===== config.mk =====
export PLATFORM = sky130hd
export DESIGN_NAME = shift_sequencer
export DESIGN_NICKNAME = d
export VERILOG_FILES = /design/src/rtl/alu_pkg.sv /design/src/rtl/shifter.sv /design/src/rtl/shift_sequencer.sv
export SDC_FILE = /design/constraint.sdc
export NUM_CORES = 1
export LEC_CHECK = 0
export ABC_AREA = 1
export ABC_CLOCK_PERIOD_IN_PS = 1300
export BUFFER_PORTS_ARGS = -buffer_cell sky130_fd_sc_hd__buf_2
export CAP_MARGIN = 40
export CORE_MARGIN = 2
export CORE_UTILIZATION = 53
export CTS_BUF_LIST = sky130_fd_sc_hd__clkbuf_8
export DETAILED_ROUTE_END_ITERATION = 6
export PLACE_DENSITY = 0.92
export REMOVE_ABC_BUFFERS = 1
export SYNTH_ARGS = -nofsm -noshare
export SYNTH_HDL_FRONTEND = slang
export SYNTH_SLANG_ARGS = --single-unit

===== constraint.sdc =====
create_clock -name clk -period 1.3 [get_ports clk]
set_clock_uncertainty 0.05 [all_clocks]
set_input_delay 0.13 -clock clk [delete_from_list [all_inputs] [get_ports clk]]
set_output_delay 0.13 -clock clk [all_outputs]
set_load 0.02 [all_outputs]

===== src/rtl/alu_pkg.sv =====
// Shared ALU definitions: sequencer FSM states, shift-mode encodings and the
// per-step shift-in bit selection.
package alu_pkg;

    typedef enum logic [1:0] {
        ST_IDLE  = 2'd0,
        ST_SHIFT = 2'd1,
        ST_DONE  = 2'd2
    } state_e;

    localparam logic [1:0] MODE_LOGICAL = 2'b00;
    localparam logic [1:0] MODE_ARITH   = 2'b01;
    localparam logic [1:0] MODE_ROTATE  = 2'b10;
    localparam logic [1:0] MODE_RSVD    = 2'b11;

    // Reserved mode falls into the default branch and behaves as logical.
    function automatic logic shift_in_bit(input logic [1:0] mode, input logic is_left,
                                          input logic msb, input logic lsb);
        logic b;
        b = 1'b0;
        case (mode)
            MODE_ARITH:  b = is_left ? 1'b0 : msb;
            MODE_ROTATE: b = is_left ? msb : lsb;
            default:     b = 1'b0;
        endcase
        return b;
    endfunction

endpackage


===== src/rtl/shifter.sv =====
// Single-step 1-bit shifter: moves data one place toward the chosen end,
// fills the vacated bit with shift_in and reports the bit that fell off.
module shifter #(
    parameter int SIZE = 8
) (
    input  logic            is_left_shift,
    input  logic            shift_in,
    input  logic [SIZE-1:0] data,
    output logic [SIZE-1:0] data_out,
    output logic            shift_out
);

    always_comb begin
        if (is_left_shift) begin
            data_out  = {data[SIZE-2:0], shift_in};
            shift_out = data[SIZE-1];
        end else begin
            data_out  = {shift_in, data[SIZE-1:1]};
            shift_out = data[0];
        end
    end

endmodule


===== src/rtl/shift_sequencer.sv =====
// Multi-cycle shift sequencer: captures an operand and performs one 1-bit
// shift per clock through a single shifter instance until the count expires.
module shift_sequencer
    import alu_pkg::*;
#(
    parameter int SIZE = 8,
    parameter int AW   = $clog2(SIZE + 1)
) (
    input  logic            clk,
    input  logic            rst_n,
    input  logic            start,
    input  logic            is_left_shift,
    input  logic [1:0]      mode,
    input  logic [AW-1:0]   amount,
    input  logic [SIZE-1:0] data_in,
    output logic            busy,
    output logic            done,
    output logic [SIZE-1:0] data_out,
    output logic            shift_out
);

    localparam logic [AW-1:0] SIZE_AW = AW'(SIZE);

    state_e          state_q, state_d;
    logic [AW-1:0]   count_q, count_d;
    logic [SIZE-1:0] data_q, data_d;
    logic            so_q, so_d;
    logic            dir_q, dir_d;
    logic [1:0]      mode_q, mode_d;

    logic            accept;
    logic [AW-1:0]   amt_sat;
    logic            sh_in;
    logic [SIZE-1:0] sh_data;
    logic            sh_so;

    assign accept  = start && (state_q == ST_IDLE || state_q == ST_DONE);
    assign amt_sat = (amount > SIZE_AW) ? SIZE_AW : amount;

    // Shifter is fed purely from captured registers.
    assign sh_in = shift_in_bit(mode_q, dir_q, data_q[SIZE-1], data_q[0]);

    shifter #(.SIZE(SIZE)) u_shifter (
        .is_left_shift (dir_q),
        .shift_in      (sh_in),
        .data          (data_q),
        .data_out      (sh_data),
        .shift_out     (sh_so)
    );

    always_ff @(posedge clk or negedge rst_n) begin
        if (!rst_n) begin
            state_q <= ST_IDLE;
            count_q <= '0;
            data_q  <= '0;
            so_q    <= 1'b0;
            dir_q   <= 1'b0;
            mode_q  <= MODE_LOGICAL;
        end else begin
            state_q <= state_d;
            count_q <= count_d;
            data_q  <= data_d;
            so_q    <= so_d;
            dir_q   <= dir_d;
            mode_q  <= mode_d;
        end
    end

    always_comb begin
        state_d = state_q;
        case (state_q)
            ST_IDLE, ST_DONE: begin
                if (accept) state_d = (amt_sat == '0) ? ST_DONE : ST_SHIFT;
                else        state_d = ST_IDLE;
            end
            ST_SHIFT: if (count_q == AW'(1)) state_d = ST_DONE;
            default:  state_d = ST_IDLE;
        endcase
    end

    always_comb begin
        count_d = count_q;
        data_d  = data_q;
        so_d    = so_q;
        dir_d   = dir_q;
        mode_d  = mode_q;
        if (accept) begin
            count_d = amt_sat;
            data_d  = data_in;
            so_d    = 1'b0;
            dir_d   = is_left_shift;
            mode_d  = mode;
        end else if (state_q == ST_SHIFT) begin
            count_d = count_q - AW'(1);
            data_d  = sh_data;
            so_d    = sh_so;
        end
    end

    always_comb begin
        busy      = (state_q == ST_SHIFT);
        done      = (state_q == ST_DONE);
        data_out  = data_q;
        shift_out = so_q;
    end

endmodule


======== Word-level counts from Yosys, hierarchy flattened ========
Cells that the tools add are included.
W data, S select, Z words.
word-level totals
  bits in registers ....................... 18
  input port bits ......................... 18
  word-level logic and storage cells ...... 35
operators by class
  $add $sub $neg .......................... 1
  order comparisons ....................... 1
  equality and inequality tests ........... 6
  muxes and demuxes ....................... 15
  reductions and logical operators ........ 6
operators with widths
  kind                   count
  $mux W8                3
  $mux W4                3
  $mux W2                3
  $eq A2 B1 Y1 const B   2
  $eq A2 B2 Y1 const B   2
  $eq A4 B1 Y1 const B   1
  $gt A4 B4 Y1 const B   1
  $logic_not A4 Y1       1
  $mux W1                4
  $pmux W2 S2            1
  $sub A4 B1 Y4 const B  1
  $logic_not A2 Y1       1
  $ne A2 B1 Y1 const B   1
  $pmux W1 S2            1
  $reduce_bool A2 Y1     1
  $reduce_or A2 Y1       1
  $logic_and A1 B1 Y1    1
  $logic_or A1 B1 Y1     1

======== Depth between registers and ports, before layout ========
  depth after elaboration ................. 6
  depth in mapped cells ................... 8

======== Cells and area by module ========
Synthesis repeated with hierarchy kept, for this count alone.
unflattened totals
  cells, all modules ...................... 174
  area, all modules ....................... 1161.1 sq um
modules (own cells, without submodules)
  module           times used  cells an instance  area each (sq um)  sequential area each (sq um)
  shift_sequencer  1           145                1044.8             450.4
  shifter          1           29                 116.4              0.0

======== Worst setup path after synthesis ========
OpenSTA, ideal clock, no wires.
  path kind ............................... flip-flop to flip-flop
  from .................................... register state_q[0]
  to ...................................... register state_q[1]
  data arrival time ....................... 0.975 ns
  data required time ...................... 1.128 ns
  slack ................................... 0.153 ns
  cell stages (with the launch flop) ...... 7
  buffers on the path ..................... 1
  clock period less this slack ............ 1.147 ns
  cell sequence ........................... dfrtp_1 > nand2_1 > buf_6 > inv_2 > nand2_1 > nand2_1 > a21oi_1
on the way
  elaborated cells on any way between the ends .. 9
  classes of those cells .................. eq/ne: 3; mux: 2; reduce/logical: 4
RTL lines
  what                                         RTL line               text
  start: declaration                           shift_sequencer.sv:24  state_e state_q, state_d;
  start signal: assignment                     shift_sequencer.sv:60  state_q <= state_d;
  $eq A2 B1 Y1 (*)                             n/a
  via busy                                     shift_sequencer.sv:16  output logic busy,
  $pmux W2 S2 or $ne A2 B1 Y1 (tied branches)  n/a
Mark *: on every way through the listed nets, which the timed path passes. The rest lies on a longest branch.
A chain may end at the register's enable or synchronous reset.

======== Worst setup path in the final report ========
  from .................................... register state_q[0]
  to ...................................... register count_q[2]
on the way
  longest elaborated chain between the ends .. 4
  elaborated cells on any way between the ends .. 7
  classes of those cells .................. eq/ne: 2; mux: 1; reduce/logical: 4
ends and longest elaborated chain
  what                                              RTL line               text
  $eq A2 B2 Y1 or $logic_not A2 Y1 (tied branches)  shift_sequencer.sv:37  assign accept = start && (state_q == ST_IDLE || state_q == ST_DONE);
  $logic_or A1 B1 Y1                                shift_sequencer.sv:37
  $logic_and A1 B1 Y1                               shift_sequencer.sv:37
  $mux W4 or $reduce_bool A2 Y1 (tied branches)     n/a
  end signal: assignment                            shift_sequencer.sv:61  count_q <= count_d;
  end: declaration                                  shift_sequencer.sv:25  logic [AW-1:0] count_q, count_d;
Parallel ways exist; a longest one is shown, timed or not.

==> run_results.csv <==
group,metric,value,unit
cts,numCtsBuffers,3,
sta,setup_slack,-10.9,ps
critical_path,worstPathCellList,"buf_4, nor2_4, buf_4, buf_4, nand3_1, o221ai_2",
critical_path,cp.required,1420,ps
cells_and_area,syn_to_final_growth,31.1,%
critical_path,path_max_fanout,4,
cts,clk_pin_slew,70,ps
place,dp_hpwl,1870,um
floorplan,placementRows,15,
yosys,netlist_top_cells_area,"dfrtp_1 (44%), nand2_1 (12%), inv_1 (7.7%)",
critical_path,end_kind,"register",
yosys,synth_top_family_by_area,"simple AND/OR/NAND/NOR gates",
power_and_ir_drop,powerDensity,2800,nW/um^2
hold_path,hold_class,"primary input to register",
cts,h-tree-depth,1,
yosys,ys_seq_area_share,44.2,%
yosys,synth_async_sr_flop_share,100,%
place,port_buffers,28,
power_and_ir_drop,total_power,3.74,mW
sta,fmax,0.763,GHz
detailed_routing,wire_per_inst,14.7,um
yosys,ys_types,20,
cells_and_area,final_util,75.7,%
hold_path,hold_path_depth,3,
yosys,ys.warnings.count,0,
sta,max-slew-margin-rel,73.0,%
cts,cts_buffer_depth,2,
yosys,synth_edf_count,0,
global_route,met1_usage,31.0,%
detailed_routing,firstDrtPassIters,4,
cts,cts_tree,"done",
run_status,status,"finished with violations",
cells_and_area,drive_above_1_share,32.5,%
critical_path,startpoint_type,"register",
sta,hold_viol_final,0,
global_route,grt_use_met3,5.28,%
floorplan,coreArea,1760,um^2
floorplan,initial_core_util,57.7,%
yosys,synth_xor_area_share,0.860,%
sta,finalMaxSlewViolations,0,
place,dp_cells,184,
power_and_ir_drop,power_frac_seq,28.5,%
detailed_routing,num_vias,1083,
floorplan,die-area,2290,um^2
critical_path,critPathSlowestCell,"dfrtp_2",
power_and_ir_drop,power.leakage,0.712,nW
job,drv_cap,0,
detailed_routing,viasPerCell,5.58,
sta,hold_ws,29.8,ps
power_and_ir_drop,peakVddDrop,1.35,mV
yosys,synth.top_cell.area_share,44.2,%
detailed_routing,antenna_left,0,
sta,rsz0062_at_grt,"yes",
critical_path,ff2ff_path_depth,6,
global_route,grt.busiest_layer,"met2",
cts,cts_root_buf,"clkbuf_8",
yosys,muxShareOfSynthArea,0,%
yosys,synth_compound_area_share,18.2,%
sta,min_period_over_period,101,%
critical_path,cpPeakStageDelay,430,ps
power_and_ir_drop,combPwrFrac,59.3,%
yosys,ys.flop_type,"dfrtp_1",
global_route,antenna_found_initial,0,
yosys,syn_area,1020,um^2
global_route,grt_pass1_wl,4290,um
cells_and_area,fill_cells,134,
sta,period_needed,1310,ps
floorplan,die_w,47.8,um
yosys,synthCells,130,
sta,worst_pin_slew,404,ps
yosys,synth_top_cell_by_area,"dfrtp_1",
floorplan,ios,29,
place,pre_cts_ws,-11.8,ps
cts,worstSkewPairLatency,250,ps
cells_and_area,fin_cells,194,
yosys,synth_fa_ha_area_share,4.91,%
power_and_ir_drop,power_switching,1.77,mW
power_and_ir_drop,p_int,1.97,mW
sta,setup_viol,2,
global_route,grt_pass1_vias,1001,
cts,cts.sinks,18,
yosys,synthSimpleGateAreaFrac,20.1,%
power_and_ir_drop,switching_share,47.4,%
cells_and_area,antenna_cells,0,
power_and_ir_drop,power_frac_clock,12.3,%
global_route,overflow,0,
detailed_routing,drc,0,
global_route,grtUsageMet2,48.3,%
run_status,violations,"negative setup slack",
detailed_routing,drtIter0Drc,65,
yosys,synth_seq_cells,18,
global_route,grt_max_degree,19,
place,gp_congestion,0.868,
detailed_routing,routed_wl,2850,um
yosys,synth.avg_cell_area,7.83,um^2
global_route,grt_use_total,27.4,%
critical_path,critPathKind,"register to register",
critical_path,arrival,1430,ps
cells_and_area,nets,192,
floorplan,die_h,47.8,um
critical_path,crit_top_cell,"buf_4",
[flip-flops by register name (all words and copies together), names as in the netlist]
name / flops
mode_q: 2
shift_out: 1
state_q: 2
data_out: 8
dir_q: 1
count_q: 4
[final cells by class]
class | instances | area [um^2] | area share (%)
tap | 25 | 31.3 | 2.34
inverter | 23 | 91.3 | 6.84
sequential | 18 | 452 | 33.8
timing repair buffer | 39 | 243 | 18.2
clock buffer | 4 | 55.1 | 4.12
multi-input combinational | 85 | 463 | 34.7
[cells by family (layout without fill, tap and decap cells)]
kind of cell | after synthesis | in the layout
buffers and inverters | 27 | 66
flip-flops | 18 | 18
AND/OR/NAND/NOR | 49 | 49
AO/OA/AOI/OAI | 31 | 31
XOR/XNOR | 1 | 1
adder cells (fa/ha/maj) | 4 | 4
[worst paths after layout]
kind	from	end	slack, ps
max	state_q[0]	count_q[2]	-10
max reg2reg	state_q[0]	count_q[2]	-10
min	is_left_shift	dir_q	30
max in group asynchronous	rst_n	state_q[0]	610
min reg2reg	shift_out	shift_out	460
min in group asynchronous	rst_n	data_out[3]	280
[cell usage in the layout, fill, tap and decap left out]
cell,n
a21oi_1,8
a21oi_2,2
buf_2,27
buf_4,7
buf_6,4
clkbuf_8,4
dfrtp_1,17
dfrtp_2,1
dlygate4sd3_1,1
ha_1,4
inv_1,20
inv_2,2
inv_6,1
nand2_1,31
nand2_2,3
nand2_4,1
nand3_1,7
nor2_1,6
nor2_4,1
o211ai_1,1
o21ai_0,10
o21ai_1,2
o21ai_2,1
o221ai_1,1
o221ai_2,1
o22ai_1,5
xnor2_1,1
[repair_timing]
action	CTS	global route
setup buffers	3	2
endpoints found under the setup margin	2	8
endpoints found under the hold margin	18	0
resized for setup	5	10
pin swaps	1	0
hold buffers	1	0
[routing by layer]
metal	part of all wire [%]	vias up
met2	49	80
met4	4.3	0
met5	0	-
met1	36	489
li1	-	494
met3	10	20
[critical path: cells and delay by family (launching register included)]
kind                   cells  cell delay (ps)
buffers and inverters      3              400
AOI/OAI and AO/OA          1               80
DFF                        1              430
and+or+nand+nor            2              250
[stage by stage]
stage,setup TNS (ps),instance area [um^2]
after floorplan,-2.25,986
after global placement,0,1190
after detailed placement,-11.8,1190
after CTS,0,1290
after global routing,-234,1340
final,-21.2,1340
[cells in the mapped netlist (2+ instances only)]
master / n
a21oi_1: 9
buf_2: 2
buf_6: 2
dfrtp_1: 18
ha_1: 4
inv_1: 21
inv_2: 2
nand2_1: 33
nand2_2: 2
nand3_1: 7
nor2_1: 6
o21ai_0: 12
o22ai_1: 5
[power groups by stage]
stage / sequential, mW / clock, mW / combinational [mW]
after floorplan: 1.22 / 0 / 1.08
after global placement: 1.05 / 0 / 1.76
after detailed placement: 1.08 / 0 / 1.85
after CTS: 1.07 / 0.455 / 2.02
after global routing: 1.09 / 0.492 / 2.41
final: 1.06 / 0.459 / 2.21
Note: power is estimated with default switching activity, not from simulation.
